File: src/rtl/onehot8_enc.sv
// Combinational one-hot detector and bit-index encoder for an 8-bit word.
// o_idx is only meaningful when o_is_onehot is high.
module onehot8_enc (
   input  logic [7:0] i_pat,
   output logic       o_is_onehot,
   output logic [2:0] o_idx
);

   always_comb begin
      o_idx = 3'd0;
      for (int b = 0; b < 8; b++) begin
         if (i_pat[b]) o_idx = 3'(b);
      end
      o_is_onehot = (i_pat != 8'd0) && ((i_pat & (i_pat - 8'd1)) == 8'd0);
   end

endmodule

File: config.mk
export PLATFORM = sky130hd
export DESIGN_NAME = onehot8_enc
export DESIGN_NICKNAME = d
export VERILOG_FILES = /design/src/rtl/onehot8_enc.sv
export SDC_FILE = /design/constraint.sdc
export NUM_CORES = 1
export LEC_CHECK = 0
export CAP_MARGIN = 25
export CELL_PAD_IN_SITES_DETAIL_PLACEMENT = 1
export CELL_PAD_IN_SITES_GLOBAL_PLACEMENT = 1
export CORE_AREA = 2 2 39 41
export DETAILED_ROUTE_END_ITERATION = 8
export DIE_AREA = 0 0 41 43
export PLACE_DENSITY = 0.51
export SETUP_SLACK_MARGIN = 0.2
export SYNTH_ARGS = -nofsm -noshare
export SYNTH_HDL_FRONTEND = slang
export SYNTH_SLANG_ARGS = --single-unit
File: constraint.sdc
create_clock -name vclk -period 1.9
set_input_delay 0.475 -clock vclk [all_inputs]
set_output_delay 0.475 -clock vclk [all_outputs]
set_load 0.1 [all_outputs]
# Yosys cells after proc, flatten, opt, wreduce, memory -nomap -nowiden

Index checks and enable logic that the tools add are counted.

Reductions and logical operators: 3
Bitwise operators: 1
Muxes and demuxes: 7
Add/subtract/negate cells: 1

Operators by type and width:

| kind                                                                | number |
|---|---|
| 3-bit two-way mux                                                   | 6 |
| 8-bit bitwise AND                                                   | 1 |
| 8-bit logical NOT                                                   | 1 |
| 8-bit nonzero test                                                  | 1 |
| 8-bit by 1-bit subtractor with 8-bit output (second input constant) | 1 |
| 1-bit logical AND                                                   | 1 |
| 1-bit two-way mux                                                   | 1 |

Bits in registers: 0
Logic and storage cells: 12
Output and inout port bits: 4

# Depth between registers and ports, before layout

Depth in word-level cells: 7
Mapped depth: 4

# Least setup slack after synthesis

OpenSTA, ideal clock, no wires.

Path type: input-to-output
From: input i_pat[2]
To: output o_idx[0]
Arrival time: 2.174 ns
Stages on the path: 4
Slack: -0.749 ns
Required time: 1.425 ns
Path through: nand2b_1 > a21oi_1 > nor2_1 > o21bai_1

Cells in the longest elaborated chain, start to end: 6

Ends and longest elaborated chain:

| element                         | line | RTL |
|---|---|---|
| from (decl)                     | 4    | `input logic [7:0] i_pat,` |
| 3-bit two-way mux (6 in series) | 12   | `if (i_pat[b]) o_idx = 3'(b);` |
| to (decl)                       | 6    | `output logic [2:0] o_idx` |

Every way passes these cells.

# Final worst setup path

From: input i_pat[0]
To: output o_is_onehot

Cells in the longest elaborated chain, start to end: 4
Elaborated cells between the ends (all ways): 5

Ends and longest elaborated chain:

| element                                     | line | RTL |
|---|---|---|
| 8-bit by 1-bit subtractor with 8-bit output | 14   | `o_is_onehot = (i_pat != 8'd0) && ((i_pat & (i_pat - 8'd1)) == 8'd0);` |
| 8-bit bitwise AND                           | 14   |  |
| 8-bit logical NOT                           | 14   |  |
| 1-bit logical AND *                         | 14   |  |
| to (decl)                                   | 5    | `output logic o_is_onehot,` |

Mark *: on every way between the ends. The rest lies on a longest branch, timed or not.

==> metrics.md <==
| Metric | Value |
|---|---|
| DP HPWL | `613 um` |
| Via density | `4.42` |
| RePlAce Congestion | `0.625` |
| Synth Net Count | `31` |
| Maximum VDD drop | `0.0701 mV` |
| GRT overflow | `0` |
| WS Path Type | `primary input to primary output` |
| Placed Cells | `59` |
| Critical Path, Cell by Cell | `buf_6 -> nor4_4 -> buf_4 -> inv_2 -> a2111oi_4 -> o22a_4 -> buf_12` |
| Gr usage total | `10.1%` |
| Fin cells | `60` |
| FFs & Latches | `0` |
| Layout cells sized above 1 | `81.8%` |
| CP arrival | `1.65 ns` |
| Chip width | `41 um` |
| Max-slew violation count | `0` |
| Mux cell area share after synthesis | `0%` |
| Seq/Total Area, Yosys | `0%` |
| Vias in the first global route | `281` |
| FP Rows | `14` |
| Via Count | `265` |
| Rel. slew slack | `81.1%` |
| Synth Instances | `23` |
| FILL cells | `160` |
| Maxcap violations | `0` |
| Post-synthesis compound-gate area fraction | `32.0%` |
| # IOs | `12` |
| Synth Area in Adders | `6.40%` |
| Die area | `0.00176 mm2` |
| Final Cycle Share | `112%` |
| Area growth, synth to finish | `214%` |
| Residual DRC | `0` |
| WHS Endpoint | `o_idx[0]` |
| Internal power | `54.7 uW` |
| Sw power | `67.3 uW` |
| Largest net degree at the start of global routing | `5` |
| FF/Latch Area | `0 um2` |
| Clock share of power | `0%` |
| Leak | `0.000203 uW` |
| Area post-placement | `427 um2` |
| Nets | `54` |
| Routed len/inst | `11.9 um` |
| Initial drt markers | `1` |
| Slowest cell on crit path | `nor4_4` |
| Worst-path maximum fanout | `2` |
| Min Tclk post-route | `2.13 ns` |
| XOR/XNOR share of the synthesized area | `5.60%` |
| Worst slew pin tran | `0.280 ns` |
| Netlist Area Pre-Place | `156 um2` |
| CORE AREA | `0.00138 mm2` |
| Syn avg cell area | `6.80 um2` |
| Initial core utilization | `11.3%` |
| Antenna-violating nets left | `0` |
| Port buffer count | `12` |
| CLK BUF | `0` |
| Drt first pass iters | `2` |
| Unrepaired setup endpoints after global routing | `yes` |
| PwrDens | `249 mW/mm2` |
| Synth warn | `0` |
| Pre-CTS setup slack | `-0.652 ns` |
| Main combinational cell family by area after synthesis | `simple AND/OR/NAND/NOR gates` |
| Post-Synth Simple-Gate Area | `51.2%` |
| Antenna violations before repair | `0` |
| Setup slack after layout | `-0.228 ns` |
| Violated checks | `setup timing` |
| Routed wire length | `711 um` |
| Hold Slack | `1.41 ns` |
| HP Start | `i_pat[7]` |
| Sequential Power Share | `0%` |
| Fin area | `490 um2` |
| Hold Path Depth | `3` |
| Area of the multi-input gates | `245 um2` |
| Max frequency | `0.470 GHz` |
| First-pass GRT wire length | `1.30 mm` |
| CP top delay family | `buffers and inverters` |
| Worst Path Required | `1.42 ns` |
| Worst path bufs/invs | `4` |
| Status | `finished with violations` |
| Hold WC Path Type | `primary input to primary output` |
| Netlist cell types | `16` |
| Crit path launch type | `primary input` |
| Final setup violation count | `1` |
| Final Hold Fails | `0` |
| Inserted Diodes | `0` |
| Sw frac | `55.1%` |
| Worst path max stage delay | `0.31 ns` |
| CP endpoint kind | `primary output` |
| Comb pwr share | `100.0%` |
| Die height | `43 um` |
-- area by class of cell --
class / count / share of cell area (%)
Timing Repair Buffer: 21 / 44.4
Tap cell: 16 / 4.08
Multi-Input combinational cell: 21 / 50.0
Inverter: 2 / 1.53
-- Yosys cell counts --
library cell / number / area (um2)
o21ai_0: 1 / 5.00
nor3_1: 1 / 5.00
o21bai_1: 1 / 7.51
nand4b_1: 1 / 8.76
o41ai_1: 1 / 8.76
o22a_1: 1 / 8.76
nor4_4: 1 / 21.3
a21oi_1: 1 / 5.00
maj3_1: 1 / 10.0
a2111oi_2: 1 / 15.0
nand2_1: 2 / 7.51
inv_1: 1 / 3.75
xor2_1: 1 / 8.76
inv_2: 1 / 3.75
nor2_1: 5 / 18.8
nand2b_1: 3 / 18.8
-- power groups by stage --
stage          clock, uW  combinational (uW)  sequential [uW]
2_1_floorplan          0                46.9                0
3_3_place_gp           0                 106                0
3_5_place_dp           0                 108                0
4_1_cts                0                 121                0
5_1_grt                0                 129                0
6_report               0                 122                0
-- cell families (layout without fill, tap and decap cells) --
family	after synthesis	count (layout)
buffers and inverters	2	23
adders and majority gates	1	1
AOI/OAI and AO/OA	6	6
xor gates and xnor gates	1	1
and+or+nand+nor	13	13
-- metal layers --
layer  global-route usage, %  routed length, um
met5                       0                  0
met4                       0                  0
met2                    18.8                451
met3                       0                 12
met1                    13.0                247
-- through the flow --
stage | total power [uW] | utilization, % | TNS, ns
after CTS | 121 | 35.4 | -0.285
after global placement | 106 | 30.8 | -1.33
after detailed placement | 108 | 30.8 | -1.43
final | 122 | 35.4 | -0.228
after global routing | 129 | 35.4 | -0.307
after floorplan | 46.9 | - | -0.0822
-- cells in the final DEF, fill, tap and decap left out, drive strengths merged --
cell | synthesis | final
buf | 0 | 20
nor2 | 5 | 5
nand2b | 3 | 3
nand2 | 2 | 2
inv | 2 | 2
o21ai | 1 | 1
a21oi | 1 | 1
o21bai | 1 | 1
maj3 | 1 | 1
nor3 | 1 | 1
nor4 | 1 | 1
a2111oi | 1 | 1
xor2 | 1 | 1
nand4b | 1 | 1
o41ai | 1 | 1
o22a | 1 | 1
clkdlybuf4s15 | 0 | 1
-- how the worst max path moves through the flow --
stage | start | end | slack (ns) | cells after the start
4_1_cts | i_pat[0] | o_is_onehot | -0.28 | 6
3_5_place_dp | i_pat[1] | o_is_onehot | -0.65 | 6
5_1_grt | i_pat[0] | o_is_onehot | -0.31 | 7
3_3_place_gp | i_pat[1] | o_is_onehot | -0.63 | 6
6_report | i_pat[0] | o_is_onehot | -0.23 | 7
2_1_floorplan | i_pat[1] | o_is_onehot | -0.08 | 4
-- what timing repair did --
item,4_1_cts,5_1_grt
endpoints found under the setup margin,4,4
pin swaps,7,2
endpoints found under the hold margin,0,0
gates resized for setup,49,2
buffers inserted,1,0
hold buffers,0,0
(Power assumes the default switching activity.)
